--- src/rtl/hamming_enc_stream_if.sv ---
// Byte-in / codeword-out handshake bundle for the streaming Hamming(7,4) encoder.
// master = upstream source + downstream sink side, slave = encoder side.
interface hamming_enc_stream_if;
  logic [7:0] data_in;
  logic       in_valid;
  logic       in_ready;
  logic [6:0] code_out;
  logic       out_valid;
  logic       out_ready;

  modport master (
    output data_in, in_valid, out_ready,
    input  in_ready, code_out, out_valid
  );

  modport slave (
    input  data_in, in_valid, out_ready,
    output in_ready, code_out, out_valid
  );
endinterface

--- src/rtl/hamming_enc_stream.sv ---
// Streaming Hamming(7,4) encoder: byte in, two codewords (low nibble first) out via a small FIFO.
// Optional error injection on pushed codewords when HAMMING_ERR_INJ_EN is defined.
module hamming_enc_stream #(
  parameter int DEPTH = 4,
  parameter int CNT_W = 16
) (
  input  logic                     clk,
  input  logic                     rst,
`ifdef HAMMING_ERR_INJ_EN
  input  logic                     inj_en,
  input  logic [2:0]               inj_pos,
`endif
  hamming_enc_stream_if.slave      bus,
  output logic [$clog2(DEPTH):0]   fifo_level,
  output logic [CNT_W-1:0]         cw_count
);

  localparam int AW = $clog2(DEPTH);

  typedef enum logic [1:0] {IDLE, ENC_LO, ENC_HI} state_t;

  state_t      state;
  logic [7:0]  byte_q;
  logic [6:0]  mem [DEPTH];
  logic [AW-1:0] wr_ptr, rd_ptr;
  logic        full, empty, push, pop;
  logic [6:0]  push_cw;

  function automatic logic [6:0] enc(input logic [3:0] n);
    return {n, n[3] ^ n[2] ^ n[0], n[3] ^ n[1] ^ n[0], n[2] ^ n[1] ^ n[0]};
  endfunction

  assign full  = (fifo_level == (AW+1)'(DEPTH));
  assign empty = (fifo_level == '0);
  assign push  = ((state == ENC_LO) || (state == ENC_HI)) && !full;
  assign pop   = bus.out_valid && bus.out_ready;

  // in_ready is gated by rst so it reads low for the whole reset window
  assign bus.in_ready  = !rst && ((state == IDLE) || ((state == ENC_HI) && !full));
  assign bus.out_valid = !empty;
  assign bus.code_out  = mem[rd_ptr];

  always_comb begin
    push_cw = enc((state == ENC_HI) ? byte_q[7:4] : byte_q[3:0]);
`ifdef HAMMING_ERR_INJ_EN
    if (inj_en && (inj_pos != 3'd7))
      push_cw[inj_pos] = ~push_cw[inj_pos];
`endif
  end

  always_ff @(posedge clk or posedge rst) begin
    if (rst) begin
      state  <= IDLE;
      byte_q <= '0;
    end else begin
      case (state)
        IDLE: begin
          if (bus.in_valid) begin
            byte_q <= bus.data_in;
            state  <= ENC_LO;
          end
        end
        ENC_LO: begin
          if (!full) state <= ENC_HI;
        end
        ENC_HI: begin
          if (!full) begin
            if (bus.in_valid) begin
              byte_q <= bus.data_in;
              state  <= ENC_LO;
            end else begin
              state <= IDLE;
            end
          end
        end
        default: state <= IDLE;
      endcase
    end
  end

  always_ff @(posedge clk or posedge rst) begin
    if (rst) begin
      for (int unsigned i = 0; i < DEPTH; i++) mem[i] <= '0;
      wr_ptr     <= '0;
      rd_ptr     <= '0;
      fifo_level <= '0;
      cw_count   <= '0;
    end else begin
      if (push) begin
        mem[wr_ptr] <= push_cw;
        wr_ptr      <= wr_ptr + AW'(1);
        cw_count    <= cw_count + CNT_W'(1);
      end
      if (pop) rd_ptr <= rd_ptr + AW'(1);
      case ({push, pop})
        2'b10:   fifo_level <= fifo_level + (AW+1)'(1);
        2'b01:   fifo_level <= fifo_level - (AW+1)'(1);
        default: fifo_level <= fifo_level;
      endcase
    end
  end

endmodule

--- src/flat_wrapper.sv ---
// flat-port wrapper written by rule: the top's interface ports become plain ports
module hamming_enc_stream_flat 
#(
  parameter int DEPTH = 4,
  parameter int CNT_W = 16
)
  (clk, rst, fifo_level, cw_count, bus_data_in, bus_in_valid, bus_out_ready, bus_in_ready, bus_code_out, bus_out_valid);
  hamming_enc_stream_if bus_i ();
  input  logic clk;
  input  logic rst;
  output logic [$clog2(DEPTH):0] fifo_level;
  output logic [CNT_W-1:0] cw_count;
  input wire logic [$bits(bus_i.data_in)-1:0] bus_data_in;
  input wire logic [$bits(bus_i.in_valid)-1:0] bus_in_valid;
  input wire logic [$bits(bus_i.out_ready)-1:0] bus_out_ready;
  output wire logic [$bits(bus_i.in_ready)-1:0] bus_in_ready;
  output wire logic [$bits(bus_i.code_out)-1:0] bus_code_out;
  output wire logic [$bits(bus_i.out_valid)-1:0] bus_out_valid;
  assign bus_i.data_in = bus_data_in;
  assign bus_i.in_valid = bus_in_valid;
  assign bus_i.out_ready = bus_out_ready;
  assign bus_in_ready = bus_i.in_ready;
  assign bus_code_out = bus_i.code_out;
  assign bus_out_valid = bus_i.out_valid;
  hamming_enc_stream #(.DEPTH(DEPTH), .CNT_W(CNT_W)) u_core (.clk(clk), .rst(rst), .bus(bus_i), .fifo_level(fifo_level), .cw_count(cw_count));
endmodule
--- config.mk ---
export PLATFORM = sky130hd
export DESIGN_NAME = hamming_enc_stream_flat
export DESIGN_NICKNAME = d
export VERILOG_FILES = /design/src/rtl/hamming_enc_stream_if.sv /design/src/rtl/hamming_enc_stream.sv /design/src/flat_wrapper.sv
export SDC_FILE = /design/constraint.sdc
export NUM_CORES = 1
export LEC_CHECK = 0
export CAP_MARGIN = 25
export CELL_PAD_IN_SITES_DETAIL_PLACEMENT = 1
export CELL_PAD_IN_SITES_GLOBAL_PLACEMENT = 2
export CORE_UTILIZATION = 35
export DETAILED_ROUTE_END_ITERATION = 12
export HOLD_SLACK_MARGIN = 0.02
export PLACE_DENSITY = 0.71
export SYNTH_ARGS = -nofsm -noshare
export SYNTH_HDL_FRONTEND = slang
export SYNTH_SLANG_ARGS = --single-unit
--- constraint.sdc ---
create_clock -name clk -period 5 [get_ports clk]
set_input_delay 1.5 -clock clk [delete_from_list [all_inputs] [get_ports clk]]
set_output_delay 1.5 -clock clk [all_outputs]
set_load 0.01 [all_outputs]
== Word level (Yosys, flattened, before mapping) ==
Cells that the tools add are included.
Operators by class
  add/subtract/negate cells: 5
  multiply operators: 0
  div/mod/pow operators: 0
  magnitude comparators: 3
  equal/unequal tests: 8
  shift operators: 0
  multiplexer cells: 16
  bitwise logic cells: 8
  reduce and logical (&&, ||, !) cells: 16
Operator list (count)
  $bwmux W28: 1
  $mux W7: 3
  $add A16 B1 Y16 const B: 1
  $mux W8: 2
  $pmux W8 S2: 1
  $bmux W7 S2: 1
  $demux W7 S2: 1
  $ge A3 B3 Y1 const B: 2
  $mux W2: 3
  $ne A2 B2 Y1 const B: 3
  $not A2 Y3: 2
  $pmux W2 S3: 1
  $pmux W3 S2: 1
  $xor A1 B1 Y1: 6
  $logic_and A1 B1 Y1: 5
  $add A2 B1 Y2 const B: 2
  $eq A2 B1 Y1 const B: 2
  $eq A2 B2 Y1 const B: 2
  $mux W4: 1
  $reduce_bool A2 Y1: 2
  $add A3 B1 Y3 const B: 1
  $eq A3 B3 Y1 const B: 1
  $logic_not A1 Y1: 3
  $logic_not A3 Y1: 1
  other kinds (7): 8
Storage, ports and cells
  flip-flop bits (word level): 61
  latch bits: 0
  bits in writable memories: 0
  ROM bits: 0
  bits of input ports: 12
  output and inout bits: 28
  word-level logic and storage cells: 66
  memories: 0

== Longest topological paths before layout ==
Gate-level depths: netlist (run 1).
  depth after elaboration: 6
  depth in mapped cells: 11
  gate-level depth less buffers: 10

== Worst setup path before layout (run 1) ==
Ideal clock, no wire load.
  path kind: input -> output
  start: input rst
  end: output bus_in_ready
  data arrival time: 1669 ps
  required time: 3500 ps
  setup slack: 1831 ps
  stages on the path: 1
  path buffers: 0
  cells stage by stage: nor2_1
Between the ends
  longest elaborated chain between the ends: 2
Ends and longest elaborated chain
  from (decl): line flat_wrapper.sv:10  | input logic rst;
  $logic_not A1 Y1: line hamming_enc_stream.sv:39  | assign bus.in_ready = !rst && ((state == IDLE) || ((state == ENC_HI) && !full));
  $logic_and A1 B1 Y1: line hamming_enc_stream.sv:39
  to (decl): line flat_wrapper.sv:16  | output wire logic [$bits(bus_i.in_ready)-1:0] bus_in_ready;
No other way between the ends.

== Worst setup path after layout (run 1) ==
Ends and elaborated chain as after synthesis.

==> results of run 1 <==
critical path, stage by stage:
cell and delay, ns:
clkdlybuf4s50_1 0.44, nor2_1 0.11, clkdlybuf4s50_1 0.54
registers in the layout, summed over array words and instances (netlist names):
| signal | flops |
|---|---|
| u_core.mem | 28 |
| u_core.cw_count | 16 |
| u_core.byte_q | 8 |
| u_core.fifo_level | 3 |
| u_core.rd_ptr | 2 |
| u_core.state | 2 |
| u_core.wr_ptr | 2 |
stage by stage:
stage	instances	cell area [sq um]
3_5_place_dp	352	3440
4_1_cts	368	3631
5_1_grt	368	3631
3_3_place_gp	352	3440
6_report	368	3631
2_1_floorplan	211	2942
placed cells by master, fill, tap and decap left out:
master	instances
a21oi_1	1
a21oi_2	1
a22o_1	1
and2_1	1
and3_1	1
and4_1	2
buf_4	1
bufinv_16	1
clkbuf_1	1
clkbuf_8	10
clkdlybuf4s50_1	39
clkinv_2	4
dfrtp_1	61
fa_1	1
ha_1	11
inv_1	9
inv_2	1
mux2_2	42
mux2_4	2
mux2i_1	1
mux4_2	7
nand2_1	7
nand2_2	4
nand3_1	5
nand4_1	7
nor2_1	4
nor2b_4	1
nor3_1	2
nor3b_4	1
o21ai_0	4
or3_1	1
xnor2_1	23
xnor2_2	1
xor2_1	5
cell families after synthesis:
| kind of cell | Yosys count |
|---|---|
| DFF | 61 |
| buffers and inverters | 14 |
| muxes | 52 |
| AOI/OAI and AO/OA | 7 |
| and+or+nand+nor | 36 |
| adders and majority gates | 12 |
| xor gates and xnor gates | 29 |
power breakdown:
part | total, W | internal (W) | switching, W
clock network | 0.000426 | 0.000240 | 0.000186
registers | 0.000911 | 0.000716 | 0.000195
logic | 0.00123 | 0.000716 | 0.000518
worst min-delay path by stage:
stage                                          from                         endpoint  slack [ns]  cells after the start
floorplan                u_core.mem[10]$_DFFE_PP0P_       u_core.mem[10]$_DFFE_PP0P_        0.47                      1
global placement    u_core.cw_count[15]$_DFFE_PP0P_  u_core.cw_count[15]$_DFFE_PP0P_        0.46                      1
detailed placement  u_core.cw_count[15]$_DFFE_PP0P_  u_core.cw_count[15]$_DFFE_PP0P_        0.47                      1
CTS                 u_core.cw_count[15]$_DFFE_PP0P_  u_core.cw_count[15]$_DFFE_PP0P_        0.48                      1
global route        u_core.cw_count[15]$_DFFE_PP0P_  u_core.cw_count[15]$_DFFE_PP0P_        0.50                      1
finish              u_core.cw_count[15]$_DFFE_PP0P_  u_core.cw_count[15]$_DFFE_PP0P_        0.48                      1
synthesized netlist by cell type (all sizes together) (2+ instances only):
cell,n
a21oi,2
and4,2
buf,3
dfrtp,61
ha,11
inv,10
mux2,44
mux4,7
nand2,11
nand3,5
nand4,7
nor2,4
nor3,2
o21ai,4
xnor2,24
xor2,5
area by class of cell:
type | instances | area [sq um] | share of cell area
clock buffer | 11 | 141.4 | 0.03894
inverter | 10 | 37.54 | 0.01034
sequential | 61 | 1526 | 0.4204
clock inverter | 5 | 50.05 | 0.01378
tap | 105 | 131.4 | 0.03618
multi-input combinational | 136 | 1346 | 0.3708
timing repair buffer | 40 | 397.9 | 0.1096
routing by layer:
layer,wire [um],part of all wire,track usage,vias to the layer above
met4,112,0.020,0.08077,0
met2,2578,0.46,0.2194,29
met1,2805,0.50,0.2109,885
met5,0,0,0,-
li1,-,-,-,831
met3,159,0.028,0.03155,10
==> results.sh, run 1 <==
export IMPL_endpoint="bus_in_ready"
export IMPL_start_util=0.3598
export IMPL_grt_usage=0.1510
export IMPL_cts_max_level=3
export IMPL_synth_nets=235
export IMPL_drv_slew=0
export IMPL_worstSetupStartpointType="primary input"
export IMPL_routed_wirelength_mm=5.655
export IMPL_cap_viol_max_count=0
export IMPL_yosys_warnings=0
export IMPL_grt_start_max_net_pins=35
export IMPL_post_cts_resized=0
export IMPL_antenna_found_initial=0
export IMPL_cts_tree="built"
export IMPL_ir_worst_vdd_mv=0.2914
export IMPL_cp_max_fo=2
export IMPL_fin_crit_ns=4.091
export IMPL_setup_ws_ns=0.9090
export IMPL_ctsHoldBuffers=0
export IMPL_synth_area_per_cell_sq_um=13.94
export IMPL_crit_required_ns=3.50
export IMPL_yosys_area_top_type="dfrtp_1"
export IMPL_fin_skew_ns=0.007783
export IMPL_synth_xor_area_frac=0.08890
export IMPL_grt_pass1_vias=1917
export IMPL_cellLeakagePower_nw=1.538
export IMPL_clkSinkCount=61
export IMPL_dieHeight_um=93.68
export IMPL_fill_cells=862
export IMPL_dp_hpwl_mm=3.883
export IMPL_ys_seq_area_frac=0.5189
export IMPL_ioPinCount=40
export IMPL_cts_max_path_buffers=2
export IMPL_syn_inst=211
export IMPL_synth_seq_cells=61
export IMPL_num_vias=1755
export IMPL_post_route_period_util=0.8182
export IMPL_startpoint="rst"
export IMPL_reg2reg_to="u_core.fifo_level[2]$_DFFE_PP0P_"
export IMPL_relSlewSlack=0.5488
export IMPL_core_area_sq_um=8175
export IMPL_reg2reg_from="u_core.state[0]$_DFFE_PP0P_"
export IMPL_synth_edf_count=0
export IMPL_overflow=0
export IMPL_area_growth_syn_to_layout_pct=23.44
export IMPL_synth_compound_area_frac=0.01446
export IMPL_io_buffers=39
export IMPL_syn_area_sq_um=2942
export IMPL_fin_util=0.4441
export IMPL_pre_cts_slack_ns=0.9159
export IMPL_finalPower_w=0.002572
export IMPL_cp_end_kind="output port"
export IMPL_synth_top_area_frac=0.5189
export IMPL_synthSimpleGateAreaFrac=0.07274
export IMPL_cts_inserted_buffers=9
export IMPL_grt_pass1_wl_mm=9.791
export IMPL_gp_congestion=0.7491
export IMPL_drc=0
export IMPL_fin_nets=282
export IMPL_whs_ns=0.4785
export IMPL_clock_root_buffer="clkbuf_8"
export IMPL_clock_latency_ns=0.33
export IMPL_antenna_left=0
export IMPL_rows=33
export IMPL_synthMuxAreaShare=0.2280
export IMPL_synth_adder_area_share=0.05359
export IMPL_first_pass_iters=4
export IMPL_initialDrtViolationCount=27
export IMPL_clk_pin_slew_worst_paths_ns=0.06
export IMPL_final_setup_tns_ns=0
export IMPL_rsz0062_at_grt="false"
export IMPL_synth_distinct_cells=30
export IMPL_synthArstFlopShare=1.000
export IMPL_die_w_um=93.68
export IMPL_ys_top_cells_by_area="dfrtp_1 (52%), mux2_2 (16%), xnor2_1 (6.8%)"
export IMPL_status="completed"
export IMPL_r2r_cells=10
export IMPL_synth_top_family_by_area="multiplexers"
export IMPL_synth_top_flop_cell="dfrtp_1"
export IMPL_worstSetupPathType="primary input to output port"
export IMPL_antenna_cells=0
export IMPL_fmax_mhz=244.4
export IMPL_arrival_ns=2.59
export IMPL_cts_setup_buffers=0
export IMPL_setup_viol=0
export IMPL_vias_per_cell=4.769
export IMPL_worstMarginPinSlew_ns=0.6717
export IMPL_wl_per_cell_um=15.37
export IMPL_hp_class="flop to flop"
export IMPL_drive_gt1_frac=0.2890
export IMPL_r2r_slack_ns=2.78
export IMPL_finalHoldViolations=0
export IMPL_powerDensity_nw_per_um2=708.2
export IMPL_dieArea_sq_um=8775
Power figures use the tool's default switching activity.
==> run 2: changes to the inputs <==
- clock period: 5 -> 4.05 ns (I/O delays scaled with it)
==> run 2 against run 1 <==
Critical path depth unchanged. Non-clock buffer count up 1. Sequential power up 24%. Routed wire length up 2.7%. Clock skew up 0.0031 ns. Combinational power up 24%. Final area up 0.21%. Highest routed layer unchanged.
==> results.sh, run 2 (same netlist as run 1, synthesis figures left out) <==
export IMPL_status="completed"
export IMPL_cellLeakagePower_nw=1.543
export IMPL_post_route_period_util=0.8680
export IMPL_rsz0062_at_grt="false"
export IMPL_antenna_found_initial=0
export IMPL_grt_usage=0.1504
export IMPL_gr_usage_met3=0.03641
export IMPL_cts_inserted_buffers=9
export IMPL_fill_cells=860
export IMPL_register_area_sq_um=1526
export IMPL_die_w_um=93.68
export IMPL_fin_nets=283
export IMPL_num_vias=1771
export IMPL_grt_start_max_net_pins=25
export IMPL_placed_cell_area_sq_um=3447
export IMPL_fin_skew_ns=0.01089
export IMPL_drive_gt1_frac=0.2917
export IMPL_cts_setup_buffers=0
export IMPL_r2r_cells=10
export IMPL_startpoint="rst"
export IMPL_wl_per_cell_um=15.74
export IMPL_grt_pass1_vias=1854
export IMPL_ctsHoldBuffers=0
export IMPL_largest_register="u_core.mem"
export IMPL_io_buffers=39
export IMPL_finalHoldViolations=0
export IMPL_ir_worst_vdd_mv=0.2922
export IMPL_post_cts_resized=0
export IMPL_final_setup_tns_ns=0
export IMPL_drv_slew=0
export IMPL_cp_max_fo=2
export IMPL_crit_required_ns=2.83
export IMPL_start_util=0.3598
export IMPL_grt_pass1_wl_mm=9.666
export IMPL_use_met2=0.2408
export IMPL_clock_latency_ns=0.33
export IMPL_dieHeight_um=93.68
export IMPL_endpoint="bus_in_ready"
export IMPL_cap_viol_max_count=0
export IMPL_r2r_slack_ns=1.84
export IMPL_dieArea_sq_um=8775
export IMPL_worstSetupStartpointType="primary input"
export IMPL_fin_area_sq_um=3638
export IMPL_gp_congestion=0.7233
export IMPL_antenna_left=0
export IMPL_initialDrtViolationCount=42
export IMPL_cts_max_level=3
export IMPL_routed_wirelength_mm=5.808
export IMPL_grt_use_met1=0.1937
export IMPL_clk_pin_slew_worst_paths_ns=0.06
export IMPL_final_cell_mix="dfrtp_1 (61), mux2_2 (42), clkdlybuf4s50_1 (39), xnor2_1 (23), ha_1 (11)"
export IMPL_whs_ns=0.4761
export IMPL_fin_util=0.4451
export IMPL_finalPower_w=0.003178
export IMPL_fin_crit_ns=3.515
export IMPL_multiInputGateArea_sq_um=1346
export IMPL_area_growth_syn_to_layout_pct=23.69
export IMPL_grt_busiest_layer="met2"
export IMPL_antenna_cells=0
export IMPL_reg2reg_from="u_core.state[0]$_DFFE_PP0P_"
export IMPL_vias_per_cell=4.799
export IMPL_cts_max_path_buffers=2
export IMPL_ioPinCount=40
export IMPL_reg_top3="u_core.mem x28, u_core.cw_count x16, u_core.byte_q x8"
export IMPL_arrival_ns=2.30
export IMPL_final_common_cell="dfrtp_1"
export IMPL_drc=0
export IMPL_hp_class="flop to flop"
export IMPL_worstMarginPinSlew_ns=0.6286
export IMPL_overflow=0
export IMPL_fmax_mhz=284.5
export IMPL_cp_end_kind="output port"
export IMPL_clock_root_buffer="clkbuf_8"
export IMPL_first_pass_iters=4
export IMPL_cts_tree="built"
export IMPL_core_area_sq_um=8175
export IMPL_setup_viol=0
export IMPL_worstSetupPathType="primary input to output port"
export IMPL_powerDensity_nw_per_um2=873.3
export IMPL_dp_hpwl_mm=4.044
export IMPL_relSlewSlack=0.5777
export IMPL_rows=33
export IMPL_largest_reg_flops=28
export IMPL_clkSinkCount=61
export IMPL_reg2reg_to="u_core.fifo_level[2]$_DFFE_PP0P_"
[run 2: layer usage]
layer,share of wire,vias up
met5,0,-
met4,0.0088,0
met1,0.49,896
met2,0.47,28
li1,-,842
met3,0.033,5
[run 2: power breakdown]
part	internal [W]	switching [W]	total [W]
combinational	0.000883	0.000633	0.00152
sequential	0.000884	0.000247	0.00113
clock	0.000297	0.000234	0.000531
[run 2: stage by stage]
| stage | setup slack [ns] | instances |
|---|---|---|
| after floorplan | 1.322 | 211 |
| after global placement | 0.5397 | 353 |
| after detailed placement | 0.5400 | 353 |
| after CTS | 0.5282 | 369 |
| after global routing | 0.4847 | 369 |
| final | 0.5348 | 369 |
[run 2: worst max-delay path, cell delays in order]
cell	delay, ns
clkdlybuf4s50_1	0.43
nor2_1	0.11
clkdlybuf4s50_1	0.54
[run 2: area by class of cell]
cell class	count	share of cell area
clock buffer	11	0.03886
clock inverter	5	0.01376
inverter	10	0.01032
multi-input combinational	136	0.3700
sequential	61	0.4195
tap	105	0.03611
timing repair buffer	41	0.1114
[run 2: how the worst min path moves through the flow]
stage,cells after the start,slack (ns),endpoint,startpoint
after global routing,1,0.52,u_core.cw_count[9]$_DFFE_PP0P_,u_core.cw_count[9]$_DFFE_PP0P_
after detailed placement,1,0.48,u_core.cw_count[15]$_DFFE_PP0P_,u_core.cw_count[15]$_DFFE_PP0P_
after global placement,1,0.46,u_core.cw_count[15]$_DFFE_PP0P_,u_core.cw_count[15]$_DFFE_PP0P_
final,1,0.48,u_core.cw_count[15]$_DFFE_PP0P_,u_core.cw_count[15]$_DFFE_PP0P_
after CTS,1,0.48,u_core.cw_count[15]$_DFFE_PP0P_,u_core.cw_count[15]$_DFFE_PP0P_
after floorplan,1,0.47,u_core.mem[10]$_DFFE_PP0P_,u_core.mem[10]$_DFFE_PP0P_
